`config.mk`:
```
export PLATFORM = sky130hd
export DESIGN_NAME = mmio_console
export DESIGN_NICKNAME = d
export VERILOG_FILES = /design/src/rtl/mmio_console.sv
export SDC_FILE = /design/constraint.sdc
export NUM_CORES = 1
export LEC_CHECK = 0
export BUFFER_PORTS_ARGS = -buffer_cell sky130_fd_sc_hd__buf_2
export CORE_MARGIN = 3
export CORE_UTILIZATION = 30
export CTS_CLUSTER_DIAMETER = 60
export CTS_CLUSTER_SIZE = 10
export DETAILED_ROUTE_END_ITERATION = 12
export PLACE_DENSITY = 0.53
export SETUP_SLACK_MARGIN = 0.2
export SLEW_MARGIN = 40
export SYNTH_ARGS = -nofsm -noshare
export SYNTH_HDL_FRONTEND = slang
export SYNTH_SLANG_ARGS = --single-unit
export TNS_END_PERCENT = 30
```
`constraint.sdc`:
```
create_clock -name clk -period 3.6 [get_ports clk]
set_input_delay 0.18 -clock clk [delete_from_list [all_inputs] [get_ports clk]]
set_output_delay 0.18 -clock clk [all_outputs]
set_load 0.01 [all_outputs]
```
`src/rtl/mmio_console.sv`:
```
// rtl/mmio_console.sv - memory-mapped console: cycle counter, status, TX byte FIFO and halt latch
// Snoops the core data-memory request bus; reads answer one cycle later on the rsp_* port.
module mmio_console #(
  parameter logic [31:0] BASE_ADDR  = 32'h0002_FFF0,
  parameter int          FIFO_DEPTH = 16
) (
  input  logic        clk,
  input  logic        reset,
  input  logic        req_valid,
  input  logic [31:0] req_addr,
  input  logic [3:0]  req_do_write,
  input  logic [3:0]  req_do_read,
  input  logic [31:0] req_data,
  output logic        rsp_valid,
  output logic [31:0] rsp_addr,
  output logic [31:0] rsp_data,
  output logic        tx_valid,
  output logic [7:0]  tx_data,
  input  logic        tx_ready,
  output logic        halt,
  output logic [7:0]  exit_code,
  output logic        done
);

  localparam int AW = (FIFO_DEPTH > 1) ? $clog2(FIFO_DEPTH) : 1;
  localparam int CW = AW + 1;

  logic [7:0]    mem [FIFO_DEPTH];
  logic [AW-1:0] wr_ptr;
  logic [AW-1:0] rd_ptr;
  logic [CW-1:0] count;
  logic [31:0]   cycle;
  logic          overflow;

  logic          hit;
  logic [1:0]    sel;
  logic          empty;
  logic          full;
  logic          pop;
  logic          push_req;
  logic          push;
  logic [31:0]   count32;
  logic [31:0]   status;
  logic [31:0]   rd_value;

  always_comb begin
    hit      = req_valid && (req_addr[31:4] == BASE_ADDR[31:4]);
    sel      = req_addr[3:2];
    empty    = (count == '0);
    full     = (count == CW'(FIFO_DEPTH));
    pop      = !empty && tx_ready;
    push_req = hit && (sel == 2'd2) && req_do_write[0];
    // A full FIFO still takes the byte when the head leaves in the same cycle.
    push     = push_req && (!full || pop);
    count32  = 32'(count);
    status   = {12'd0, halt, overflow, empty, full, count32[15:0]};
    rd_value = 32'd0;
    case (sel)
      2'd0:    rd_value = cycle;
      2'd1:    rd_value = status;
      default: rd_value = 32'd0;
    endcase
  end

  assign tx_valid = !empty;
  assign tx_data  = mem[rd_ptr];
  assign done     = halt && empty;

  always_ff @(posedge clk) begin
    if (push) mem[wr_ptr] <= req_data[7:0];
  end

  always_ff @(posedge clk or posedge reset) begin
    if (reset) begin
      wr_ptr    <= '0;
      rd_ptr    <= '0;
      count     <= '0;
      overflow  <= 1'b0;
      cycle     <= 32'd0;
      halt      <= 1'b0;
      exit_code <= 8'd0;
      rsp_valid <= 1'b0;
      rsp_addr  <= 32'd0;
      rsp_data  <= 32'd0;
    end else begin
      cycle <= cycle + 32'd1;
      if (push) wr_ptr <= wr_ptr + AW'(1);
      if (pop)  rd_ptr <= rd_ptr + AW'(1);
      case ({push, pop})
        2'b10:   count <= count + CW'(1);
        2'b01:   count <= count - CW'(1);
        default: count <= count;
      endcase
      if (push_req && full && !pop) overflow <= 1'b1;
      if (hit && (sel == 2'd3) && (req_do_write != 4'd0) && !halt) begin
        halt      <= 1'b1;
        exit_code <= req_data[7:0];
      end
      rsp_valid <= hit && (req_do_read != 4'd0);
      if (hit && (req_do_read != 4'd0)) begin
        rsp_addr <= req_addr;
        rsp_data <= rd_value;
      end
    end
  end

endmodule

```
# Yosys cells after proc, flatten, opt, wreduce, memory -nomap -nowiden
# Memory sizes are Yosys's and may differ from the RTL's.
# Cells that the tools add are included.
[word_totals] latch_bits=0 mem_bits_ro=0 output_inout_bits=84 input_bits=76 n_memories=1 ram_bits=128 ff_bits=120 elab_cells=49
[memory_table] memory="mem" depth=16 word_bits=8 read_ports=1 rd_ports_with_merged_regs=0 write_ports=1 line_no="28" rtl="logic [7:0] mem [FIFO_DEPTH];"
[classes] add_sub_neg=5 n_mux=4 magnitude_cmp=0 n_mul=0 n_reduce_logical=22 shift=0 n_div=0 n_bitwise=0 n_eq_ne=7
[ops] operator="32-bit one-hot mux with 2 select lines" count=1
[ops] operator="32-bit by 1-bit adder with 32-bit output, second input constant" count=1
[ops] operator="28-bit by 14-bit equality test with 1-bit output, second input constant" count=1
[ops] operator="1-bit logical AND" count=12
[ops] operator="5-bit one-hot mux with 2 select lines" count=1
[ops] operator="4-bit by 1-bit adder with 4-bit output, second input constant" count=2
[ops] operator="4-bit nonzero test" count=2
[ops] operator="2-bit equality test, second input constant" count=3
[ops] operator="5-bit by 1-bit adder with 5-bit output, second input constant" count=1
[ops] operator="5-bit equality test, second input constant" count=1
[ops] operator="5-bit zero test" count=1
[ops] operator="5-bit by 1-bit subtractor with 5-bit output, second input constant" count=1
[ops] operator="2-bit by 1-bit equality test with 1-bit output, second input constant" count=2
[ops] operator="1-bit zero test" count=4
[ops] operator="2-bit zero test" count=1
[ops] operator="1-bit 2-to-1 mux" count=2
[ops] operator="2-bit nonzero test" count=1
[ops] operator="1-bit logical OR" count=1

# Longest topological paths before layout
[logic_depth] depth_word=7 mapped_depth=12 depth_no_buf=11

# Least setup slack after synthesis
# No wires, ideal clock.
[synth_timing] kind="reg-to-reg" from="reg count[1]" to="reg count[2]" path_stages_with_launch=11 path_buffers=0 slack_ns=0.548 synth_period_minus_slack_ns=3.052 arrival_time_ns=2.894 setup_time_ns=0.158 required_ns=3.442 cell_sequence="dfrtp_1 -> nor4_2 -> and2b_1 -> inv_1 -> nand2_1 -> nor2_1 -> fa_1 -> xnor2_1 -> or3b_2 -> mux2i_1 -> a211oi_1"
[synth_via] elab_chain_len=7 word_cells_on_any_way=13 classes_between="add/sub (2); eq/ne (3); mux (1); reduce/logical (7)"
[synth_rtl] item="start, declared" line_no="31" rtl="logic [CW-1:0] count;"
[synth_rtl] item="start signal, assigned" line_no="90" rtl="2'b10: count <= count + CW'(1);"
[synth_rtl] item="start signal, assigned" line_no="91" rtl="2'b01: count <= count - CW'(1);"
[synth_rtl] item="start signal, assigned" line_no="92" rtl="default: count <= count;"
[synth_rtl] item="5-bit zero test *" line_no="49" rtl="empty = (count == '0);"
[synth_rtl] item="1-bit zero test *"
[synth_rtl] item="via tx_valid" line_no="17" rtl="output logic tx_valid,"
[synth_rtl] item="1-bit logical AND *" line_no="51" rtl="pop = !empty && tx_ready;"
[synth_rtl] item="1-bit logical OR" line_no="54" rtl="push = push_req && (!full || pop);"
[synth_rtl] item="1-bit logical AND" line_no="54"
[synth_rtl] item="2-bit by 1-bit equality test with 1-bit output / 2-bit equality test (equally long branches)" line_no="89" rtl="case ({push, pop})"
[synth_rtl] item="5-bit one-hot mux with 2 select lines / 2-bit nonzero test (equally long branches)"
# The timed path passes the listed nets; every way through them passes the cells marked *.
# A chain may end at the register's enable or synchronous reset.

# Final worst setup path
[layout_timing] from="reg count[0]" to="reg count[2]"
[layout_via] elab_chain_len=7 word_cells_on_any_way=13 classes_between="add/sub (2); eq/ne (3); mux (1); reduce/logical (7)"
[layout_rtl] item="5-bit zero test" line_no="49"
[layout_rtl] item="1-bit zero test" line_no="51"
[layout_rtl] item="1-bit logical AND" line_no="51"
[layout_rtl] item="1-bit logical OR" line_no="54"
[layout_rtl] item="1-bit logical AND" line_no="54"
[layout_rtl] item="2-bit by 1-bit equality test with 1-bit output / 2-bit equality test (equally long branches)" line_no="89"
[layout_rtl] item="5-bit one-hot mux with 2 select lines / 2-bit nonzero test (equally long branches)"
# Parallel ways exist; a longest one is shown, timed or not.

==> impl_results.md <==
* Synthesized netlist net count at 742
* Die span in x at between 150 and 200 um
* Crit-path max FO at 6
* 1st-iter DRT viols at 352
* Sequential Power Share at 0.443
* Residual DRC count at 0
* Most used cells in the layout excluding fill and tap cells: sky130_fd_sc_hd__buf_2 (135), sky130_fd_sc_hd__edfxtp_1 (128), sky130_fd_sc_hd__dfrtp_1 (119)
* Filler cell count in the final layout at between 3000 and 4000
* Combinational share of power at 0.186
* Synthesized instance count at roughly 660
* Endpoint class of the critical path: register
* Switching part of the total at 0.261
* Number of warning messages in the yosys log at 0
* Worst path buffer plus inverter count at 1
* Main synth FF type: sky130_fd_sc_hd__edfxtp_1
* Internal power of the cells at 5360 uW
* Total Negative Setup Slacks at 0 ns
* Wire per inst at 17.8 um
* Clock net sink count at 248
* First drt pass iteration count at 4
* Fraction of layout instances using a drive strength above 1 at 0.320
* Final WS setup at 0.580 ns
* Clk network pwr share at 0.370
* Die height at 189 um
* Sequential share of the synthesized area at 0.680
* Number of input and output port buffers inserted at 135
* Antenna Cells at 0
* Unrepaired setup endpoints after global routing: false
* Post-CTS repair timing setup buffer count at 0
* Pwr dens at 590 mW/mm^2
* Max-cap violations at 0
* CP max stage cell: sky130_fd_sc_hd__dfrtp_1
* CTS tree: done
* Effective utilization at floorplan at 0.307
* Worst path arrival time at 3.44 ns
* Number of synthesized flops with an enable pin at 128
* Wire length of the first global-routing pass at 35300 um
* Hold crit path type: in -> reg
* Antenna violations before repair at 0
* Number of nets with antenna violations after routing at 0
* Clock network latency to the later pin of the worst-skew pair at 0.55 ns
* Root Buffer Master: sky130_fd_sc_hd__clkbuf_16
* Slew at the pin closest to its max-slew limit at 0.687 ns
* Top Family by Delay on Critical Path: simple AND/OR/NAND/NOR gates
* Overall fraction of global-route tracks in use at 0.125
* Mean instance size in the synthesized netlist at 15.4 sq um
* Max-slew violations at 0
* CP required at 4.02 ns
* Pre-CTS setup slack at approximately 0.59 ns
* Detail Placement HPWL at 15000 um
* Max frequency at around 330 MHz
* Maximum single-stage delay on the critical path at 0.47 ns
* Wire length after detailed routing at 22600 um
* DR vias/cell at 4.59
* Clock slew at the register clock pins of the worst setup and hold paths at 0.06 ns
* Final global-route overflow total at 0
* Leakage power total at 0.00510 uW
* Instance area at placement at about 0.011 sq mm
* Number of distinct library cell variants in the gate-level netlist after synthesis at 47
* Vias in the first global route at 6034
* Via count at 5820
* Final clock skew at 0.0120 ns
* Placer Congestion at 0.735
* Num ports at 160
* Overall power after layout at roughly 7300 uW
* Maximum number of pins on one net before global-route repair at 55
* H-tree depth reported by CTS at 1
* #FFs+latches synth at 248
* TritonCTS Buffers at 31
* Hold WS at 0.0389 ns
* Die Area at 0.0358 sq mm
* Asr flop ratio synth at 0.484
* Final count of hold timing violations at 0
* Most common cell after layout, fill and taps aside: sky130_fd_sc_hd__buf_2
* Cell area after technology mapping at ~0.01 sq mm
* CP cell instances: nor4_2 -> and2b_1 -> inv_1 -> nand2_1 -> nor2_1 -> fa_1 -> xnor2_1 -> or3b_2 -> mux2i_1 -> a211oi_1
* Floorplan Core Area at 0.0328 sq mm
* Final period utilization at 0.839
* Critical path startpoint category: register
* Worst IR drop on VDD at 0.355 mV
* Placement row count at 66
* Status: complete, no violations
* Final count of negative-setup-slack endpoints at 0
* Summed area of non-filler cells in the final layout at 0.0123 sq mm
* Clock period minus final worst setup slack at 3.02 ns
* Relative slew slack at 0.542
* Final layout net count at 904
* Number of buffers on the longest clock path at 3
* Layout overhead on the synthesized area at 22.1%
* Switching power at 1900 uW
* Setup Crit Path Kind: reg -> reg
==> logic make-up after synthesis <==
group                    after synthesis  share of synthesized area
AND/OR/NAND/NOR                      200                      0.107
flip-flops                           248                      0.680
AO/OA/AOI/OAI                         47                     0.0282
adder cells (fa/ha/maj)               10                     0.0132
buffers and inverters                 42                     0.0164
multiplexers                          69                      0.120
XOR/XNOR                              40                     0.0348
==> cell usage after synthesis (3+ instances only) <==
master / count / share of area
sky130_fd_sc_hd__a21o_1: 4 / 0.0030
sky130_fd_sc_hd__buf_1: 7 / 0.0026
sky130_fd_sc_hd__mux4_2: 40 / 0.089
sky130_fd_sc_hd__nor2_1: 19 / 0.0071
sky130_fd_sc_hd__nand3_1: 21 / 0.010
sky130_fd_sc_hd__nor3b_1: 4 / 0.0030
sky130_fd_sc_hd__dfrtp_1: 120 / 0.30
sky130_fd_sc_hd__nor4_1: 7 / 0.0043
sky130_fd_sc_hd__and4_1: 7 / 0.0061
sky130_fd_sc_hd__mux2_2: 16 / 0.018
sky130_fd_sc_hd__buf_2: 5 / 0.0025
sky130_fd_sc_hd__mux2i_1: 13 / 0.013
sky130_fd_sc_hd__nand2_1: 69 / 0.026
sky130_fd_sc_hd__o21ai_0: 23 / 0.011
sky130_fd_sc_hd__a21oi_1: 4 / 0.0020
sky130_fd_sc_hd__nand2b_1: 14 / 0.0087
sky130_fd_sc_hd__nand4_1: 10 / 0.0062
sky130_fd_sc_hd__xor2_1: 10 / 0.0087
sky130_fd_sc_hd__clkbuf_1: 18 / 0.0067
sky130_fd_sc_hd__inv_1: 11 / 0.0041
sky130_fd_sc_hd__and2_1: 25 / 0.016
sky130_fd_sc_hd__and3_1: 4 / 0.0025
sky130_fd_sc_hd__xnor2_1: 30 / 0.026
sky130_fd_sc_hd__ha_1: 9 / 0.011
sky130_fd_sc_hd__o31ai_1: 9 / 0.0067
sky130_fd_sc_hd__nor4_2: 3 / 0.0037
sky130_fd_sc_hd__edfxtp_1: 128 / 0.38
==> per-stage QoR <==
stage	cells	utilization
3_5_place_dp	1224	0.348
3_3_place_gp	1223	0.348
5_1_grt	1269	0.375
6_report	1269	0.375
2_1_floorplan	656	-
4_1_cts	1269	0.375
==> worst paths after layout <==
check,startpoint,end,slack [ns],cells past startpoint
setup / recovery,count[0],count[2],0.58,10
hold / removal,req_data[5],mem[2][5],0.04,1
setup reg to reg,count[0],count[2],0.58,10
min in group asynchronous,reset,rsp_addr[25],0.29,3
hold reg to reg,rsp_addr[10],rsp_addr[10],0.47,1
max in group asynchronous,reset,rsp_data[8],2.32,4
==> sequential cells by signal, indices dropped and copies added, names as in the netlist <==
signal     count
count          5
cycle         32
exit_code      8
halt           1
mem          128
overflow       1
rd_ptr         4
rsp_addr      32
rsp_data      32
rsp_valid      1
wr_ptr         4
==> what timing repair did <==
item / 4_1_cts / 5_1_grt
hold endpoints to repair: 50 / 0
gates resized for setup: 0 / 0
hold buffers: 3 / 0
==> metal layers <==
layer | part of all wire | wire length (um) | GRT usage
met1 | 0.47 | 10700 | 0.176
met4 | 0.018 | 412 | 0.0270
met5 | 0 | 0 | 0
met2 | 0.45 | 10200 | 0.197
met3 | 0.059 | 1320 | 0.0326
==> power by group through the flow <==
stage / Combinational (uW) / Sequential (uW) / Clock, uW
after global routing: 1450 / 3240 / 2890
after floorplan: 1050 / 3140 / 0
after detailed placement: 1370 / 3280 / 0
after global placement: 1370 / 3280 / 0
final: 1350 / 3220 / 2690
after CTS: 1380 / 3230 / 2770
==> cell type report <==
| type | instances | area [sq um] | area share |
|---|---|---|---|
| Clock buffer | 35 | 811 | 0.0659 |
| Clock inverter | 7 | 48.8 | 0.00397 |
| Inverter | 11 | 43.8 | 0.00356 |
| Multi-Input combinational cell | 366 | 3100 | 0.252 |
| Sequential cell | 248 | 6850 | 0.557 |
| Tap cell | 442 | 553 | 0.0450 |
| Timing Repair Buffer | 160 | 896 | 0.0728 |
Power figures use the tool's default switching activity.
